[src/rtl/rob_circular_queue.sv]
// Reorder buffer: circular queue of in-flight instructions. Allocates tags at issue,
// captures CDB results, retires in program order and serves one operand lookup port.
module rob_circular_queue #(
   parameter int DEPTH_LOG2 = 4,
   parameter int XLEN       = 32,
   parameter int REG_W      = 5
) (
   input  logic                  clk_in,
   input  logic                  rst_in,
   input  logic                  rdy_in,
   input  logic                  flush_pipline,
   input  logic                  issue_valid,
   input  logic                  issue_has_dest,
   input  logic [REG_W-1:0]      issue_rd,
   input  logic                  issue_done,
   input  logic [XLEN-1:0]       issue_data,
   output logic                  issue_accept,
   output logic [DEPTH_LOG2-1:0] issue_tag,
   output logic                  rob_full,
   output logic                  rob_empty,
   input  logic                  cdb_valid,
   input  logic [DEPTH_LOG2-1:0] cdb_tag,
   input  logic [XLEN-1:0]       cdb_data,
   input  logic [DEPTH_LOG2-1:0] query_tag,
   output logic                  query_ready,
   output logic [XLEN-1:0]       query_data,
   output logic                  commit_valid,
   output logic [DEPTH_LOG2-1:0] commit_tag,
   output logic                  need_write_to_regfile,
   output logic [REG_W-1:0]      reg_id,
   output logic [XLEN-1:0]       data
);
   localparam int DEPTH = 1 << DEPTH_LOG2;
   localparam int CW    = DEPTH_LOG2 + 1;

   logic [DEPTH-1:0]      busy_q, busy_d, ready_q, ready_d, has_dest_q, has_dest_d;
   logic [REG_W-1:0]      rd_q    [DEPTH];
   logic [REG_W-1:0]      rd_d    [DEPTH];
   logic [XLEN-1:0]       value_q [DEPTH];
   logic [XLEN-1:0]       value_d [DEPTH];
   logic [DEPTH_LOG2-1:0] head_q, head_d, tail_q, tail_d;
   logic [CW-1:0]         count_q, count_d;

   logic                  commit_valid_q, commit_valid_d;
   logic [DEPTH_LOG2-1:0] commit_tag_q, commit_tag_d;
   logic                  need_write_q, need_write_d;
   logic [REG_W-1:0]      reg_id_q, reg_id_d;
   logic [XLEN-1:0]       data_q, data_d;

   logic retire;
   logic query_cdb_hit;

   // issue_valid/issue_accept handshake: an instruction is allocated at the rising edge
   // exactly when issue_accept is high in that cycle; the full test sees only the current
   // count, so a retire in the same cycle never makes room for the issue.
   assign rob_full     = (count_q == CW'(DEPTH));
   assign rob_empty    = (count_q == '0);
   assign issue_accept = issue_valid & rdy_in & ~flush_pipline & ~rob_full;
   assign issue_tag    = tail_q;

   assign retire = rdy_in & ~flush_pipline & busy_q[head_q] & ready_q[head_q];

   // Forward a same-cycle broadcast so a waiting station can grab the operand now.
   assign query_cdb_hit = cdb_valid & (cdb_tag == query_tag);
   assign query_ready   = busy_q[query_tag] & (ready_q[query_tag] | query_cdb_hit);
   assign query_data    = query_cdb_hit ? cdb_data : value_q[query_tag];

   assign commit_valid          = commit_valid_q;
   assign commit_tag            = commit_tag_q;
   assign need_write_to_regfile = need_write_q;
   assign reg_id                = reg_id_q;
   assign data                  = data_q;

   always_comb begin
      busy_d         = busy_q;
      ready_d        = ready_q;
      has_dest_d     = has_dest_q;
      rd_d           = rd_q;
      value_d        = value_q;
      head_d         = head_q;
      tail_d         = tail_q;
      count_d        = count_q;
      commit_valid_d = 1'b0;
      need_write_d   = 1'b0;
      commit_tag_d   = commit_tag_q;
      reg_id_d       = reg_id_q;
      data_d         = data_q;
      if (rdy_in) begin
         if (flush_pipline) begin
            busy_d  = '0;
            ready_d = '0;
            head_d  = '0;
            tail_d  = '0;
            count_d = '0;
         end else begin
            if (issue_accept) begin
               busy_d[tail_q]     = 1'b1;
               ready_d[tail_q]    = issue_done;
               has_dest_d[tail_q] = issue_has_dest;
               rd_d[tail_q]       = issue_rd;
               value_d[tail_q]    = issue_data;
               tail_d             = tail_q + 1'b1;
            end
            if (cdb_valid && busy_q[cdb_tag]) begin
               ready_d[cdb_tag] = 1'b1;
               value_d[cdb_tag] = cdb_data;
            end
            if (retire) begin
               busy_d[head_q] = 1'b0;
               head_d         = head_q + 1'b1;
               commit_valid_d = 1'b1;
               commit_tag_d   = head_q;
               reg_id_d       = rd_q[head_q];
               data_d         = value_q[head_q];
               need_write_d   = has_dest_q[head_q] & (rd_q[head_q] != '0);
            end
            count_d = count_q + CW'(issue_accept) - CW'(retire);
         end
      end
   end

   always_ff @(posedge clk_in) begin
      if (rst_in) begin
         busy_q         <= '0;
         ready_q        <= '0;
         head_q         <= '0;
         tail_q         <= '0;
         count_q        <= '0;
         commit_valid_q <= 1'b0;
         commit_tag_q   <= '0;
         need_write_q   <= 1'b0;
         reg_id_q       <= '0;
         data_q         <= '0;
      end else begin
         busy_q         <= busy_d;
         ready_q        <= ready_d;
         head_q         <= head_d;
         tail_q         <= tail_d;
         count_q        <= count_d;
         commit_valid_q <= commit_valid_d;
         commit_tag_q   <= commit_tag_d;
         need_write_q   <= need_write_d;
         reg_id_q       <= reg_id_d;
         data_q         <= data_d;
      end
   end

   // Payload fields are only meaningful while busy, so they carry no reset.
   always_ff @(posedge clk_in) begin
      has_dest_q <= has_dest_d;
      rd_q       <= rd_d;
      value_q    <= value_d;
   end
endmodule

[config.mk]
export PLATFORM = sky130hd
export DESIGN_NAME = rob_circular_queue
export DESIGN_NICKNAME = d
export VERILOG_FILES = /design/src/rtl/rob_circular_queue.sv
export SDC_FILE = /design/constraint.sdc
export NUM_CORES = 2
export LEC_CHECK = 0
export BUFFER_PORTS_ARGS = -buffer_cell sky130_fd_sc_hd__buf_2
export CELL_PAD_IN_SITES_DETAIL_PLACEMENT = 1
export CELL_PAD_IN_SITES_GLOBAL_PLACEMENT = 1
export CORE_MARGIN = 2
export CORE_UTILIZATION = 30
export DETAILED_ROUTE_END_ITERATION = 16
export GPL_ROUTABILITY_DRIVEN = 0
export GPL_TIMING_DRIVEN = 0
export MAX_ROUTING_LAYER = met4
export PLACE_DENSITY_LB_ADDON = 0.1
export SLEW_MARGIN = 5
export SYNTH_ARGS = -nofsm -noshare
export SYNTH_HDL_FRONTEND = slang
export SYNTH_SLANG_ARGS = --single-unit
[constraint.sdc]
create_clock -name clk_in -period 39.9 [get_ports clk_in]
set_input_delay 5.985 -clock clk_in [delete_from_list [all_inputs] [get_ports clk_in]]
set_output_delay 5.985 -clock clk_in [all_outputs]
set_load 0.02 [all_outputs]
==> impl_metrics.json <==
{
  "ios": 168,
  "setup_viol": 0,
  "synthCells": 3396,
  "hp-start": "data[23]$_SDFFE_PP0P_",
  "holdPathEnd": "data[23]$_SDFFE_PP0P_",
  "maxSlewViolCount": 0,
  "cap_violations": 0,
  "avgSynthCellArea_um2": 12.4,
  "grtUsageTotal_pct": 27.8,
  "final_common_cell": "edfxtp_1",
  "cp_cell_sequence": "clkbuf_1 > buf_2 > buf_1 > mux4_2 > nand2b_1 > o221ai_1 > o21ai_0 > buf_2",
  "area_growth_pct": 14.7,
  "postCtsHoldBufs": 0,
  "die_h_um": 379,
  "rsz0062_at_grt": "no",
  "p_leak_nw": 14.2,
  "cp_common_cell": "buf_2",
  "nNetsFinal": 3723,
  "io_buffers": 128,
  "power_switching_w": 0.000469,
  "synthDistinctLibCells": 56,
  "stdcell_area_mm2": 0.0484,
  "path_clk_slew_ns": 0.06,
  "switching_share_pct": 25.5,
  "crit_type": "input pin to output port",
  "synth_area_leader_cell": "edfxtp_1",
  "tritoncts": "built",
  "synth_area_mm2": 0.0422,
  "tightestPinTransition_ns": 1.48,
  "yosys_warnings": 0,
  "drc": 0,
  "via_per_inst": 5.76,
  "finalCritPeriodShare_pct": 40.7,
  "clk_latency_ns": 0.71,
  "startpoint_type": "input pin",
  "routedWlPerCell_um": 34.9,
  "r2r_start": "head_q[0]$_SDFFE_PP0P_",
  "hold_depth": 2,
  "reg2reg_depth": 20,
  "ys_seq_elements": 696,
  "cts_made_buffers": 90,
  "post-cts-setup-buffers": 0,
  "pwr-share-comb_pct": 8.5,
  "synth_edf_count": 608,
  "r2r_slack_ns": 35.39,
  "required_ns": 33.91,
  "status": "finished clean",
  "max-slew-margin-rel_pct": 1.25,
  "grt_pass1_vias": 32328,
  "ys_async_sr_fraction_pct": 0,
  "grt_max_degree": 84,
  "fin_setup_tns_ns": 0,
  "fin_worst_skew_ns": 0.0272,
  "endpoint_kind": "output port",
  "grt_pass1_wl_um": 269000,
  "min_path_type": "flop to flop",
  "final_cell_mix": "edfxtp_1, mux2i_1, o21ai_0, nand2_1, mux4_2",
  "postRouteAntennaNets": 0,
  "fmax_mhz": 61.5,
  "antenna_found_initial": 24,
  "synth-main-ff-cell": "edfxtp_1",
  "critPathSlowestCell": "buf_1",
  "powerDensity_mw_per_mm2": 38.0,
  "synth-seq-area-share_pct": 47.4,
  "dpl.hpwl_um": 129000,
  "dr.first_iter.drc_count": 3228,
  "start_util_pct": 30.3,
  "core_region_area_mm2": 0.140,
  "drive_above_1_share_pct": 21.4,
  "mappedNetlistNets": 3496,
  "crit_fanout": 10,
  "rows": 137,
  "r2r_end": "count_q[4]$_SDFFE_PP0P_",
  "clockPowerShare_pct": 46.5,
  "die_w_um": 379,
  "totalWireLength_um": 195000,
  "synth_top_area_share_pct": 43.2,
  "cts_sinks": 696,
  "hold_viol": 0,
  "cts_buffer_depth": 3,
  "vias": 32181,
  "period_needed_ns": 16.25,
  "cp.arrival_ns": 10.26,
  "placed_area_mm2": 0.0454,
  "first_pass_iters": 5,
  "cts_resized": 0,
  "cts-root-buf": "clkbuf_16",
  "yosys-top-cells-area": "edfxtp_1, mux4_2, mux2i_1, o21ai_0, nand2_1",
  "finalPower_w": 0.00184,
  "internal_power_w": 0.00137,
  "dp.cells": 5407,
  "design.die.area_mm2": 0.144,
  "peakVddDrop_mv": 0.0302,
  "pwr-share-seq_pct": 45.1,
  "critPathMaxStageDelay_ns": 1.08,
  "gr-total-overflow": 0,
  "h-tree-depth": 3,
  "final_cell_count_no_fill": 5583
}
-- how the worst max path moves through the flow --
stage	startpoint	endpoint	slack, ns	depth (start not counted)
global placement	flush_pipline	ready_q[14]$_SDFFE_PP0P_	9.34	8
detailed placement	query_tag[1]	query_ready	23.83	8
finish	query_tag[1]	query_ready	23.65	8
floorplan	flush_pipline	ready_q[10]$_SDFFE_PP0P_	20.16	7
CTS	query_tag[1]	query_ready	23.83	8
global route	query_tag[1]	query_ready	23.76	8
-- registers in the layout, indices dropped and copies added (netlist names) --
name / count
has_dest_q: 16
count_q: 5
commit_tag: 4
busy_q: 16
reg_id: 5
need_write_to_regfile: 1
issue_tag: 4
head_q: 4
rd_q: 80
commit_valid: 1
data: 32
value_q: 512
ready_q: 16
-- routing by layer --
metal,share of wire [%],up-vias,global-route usage [%]
met4,2.8,0,8.15
met2,46,1166,42.0
met3,6.6,226,4.35
met5,0,-,-
li1,-,13477,-
met1,45,17312,38.5
-- synth_stat cells (all sizes together) (4+ instances only) --
cell / count
and2: 4
dfxtp: 88
a31oi: 16
inv: 16
nand3b: 5
mux2i: 555
o21ai: 554
a21oi: 22
nand2: 528
xor2: 6
nor2: 97
o21a: 5
a21o: 20
mux4: 364
nor4: 5
edfxtp: 608
nor3: 7
nor2b: 4
nand2b: 12
ha: 14
mux2: 35
nand3: 4
clkbuf: 211
nand4: 4
a22oi: 10
buf: 173
-- kinds of logic (layout without fill, tap and decap cells) --
| family | Yosys count | after routing | share of synthesized area, % |
|---|---|---|---|
| AND/OR/NAND/NOR | 681 | 681 | 6.50 |
| buffers and inverters | 401 | 703 | 3.94 |
| flip-flops | 696 | 696 | 47.4 |
| XOR/XNOR | 7 | 7 | 0.145 |
| multiplexers | 954 | 954 | 33.5 |
| AO/OA/AOI/OAI | 642 | 642 | 8.01 |
| adder cells (fa/ha/maj) | 15 | 15 | 0.462 |
| other | 0 | 9 | 0 |
-- cell type report --
type / count / area, um^2
Fill cell: 15114 / 91100
Multi-Input combinational cell: 2299 / 20500
Sequential cell: 696 / 20000
Clock buffer: 132 / 2650
Tap cell: 1876 / 2350
Buffer: 384 / 1620
Timing Repair Buffer: 135 / 833
Clock inverter: 35 / 320
Inverter: 17 / 68.8
Antenna cell: 9 / 22.5
-- power by group through the flow --
stage	registers, W	clock network (W)	logic, W
after floorplan	0.000850	0	0.0000953
after global placement	0.000864	0	0.000153
after detailed placement	0.000844	0	0.000156
after CTS	0.000829	0.000868	0.000156
after global routing	0.000832	0.000892	0.000166
final	0.000829	0.000855	0.000156
-- worst max-delay path: cells and delay by family --
kind / cells / cell delay (ns)
buffers and inverters: 4 / 3.02
AOI/OAI and AO/OA: 2 / 0.66
muxes: 1 / 0.43
and+or+nand+nor: 1 / 0.12
-- metrics by stage --
stage / utilization (%) / hold slack [ns] / setup slack, ns
CTS: 34.7 / 0.487 / 23.83
finish: 34.7 / 0.488 / 23.65
floorplan: - / 0.451 / 20.16
detailed placement: 32.6 / 0.481 / 23.83
global placement: 32.4 / 0.472 / 9.34
global route: 34.7 / 0.509 / 23.76
Note: power is estimated with default switching activity, not from simulation.
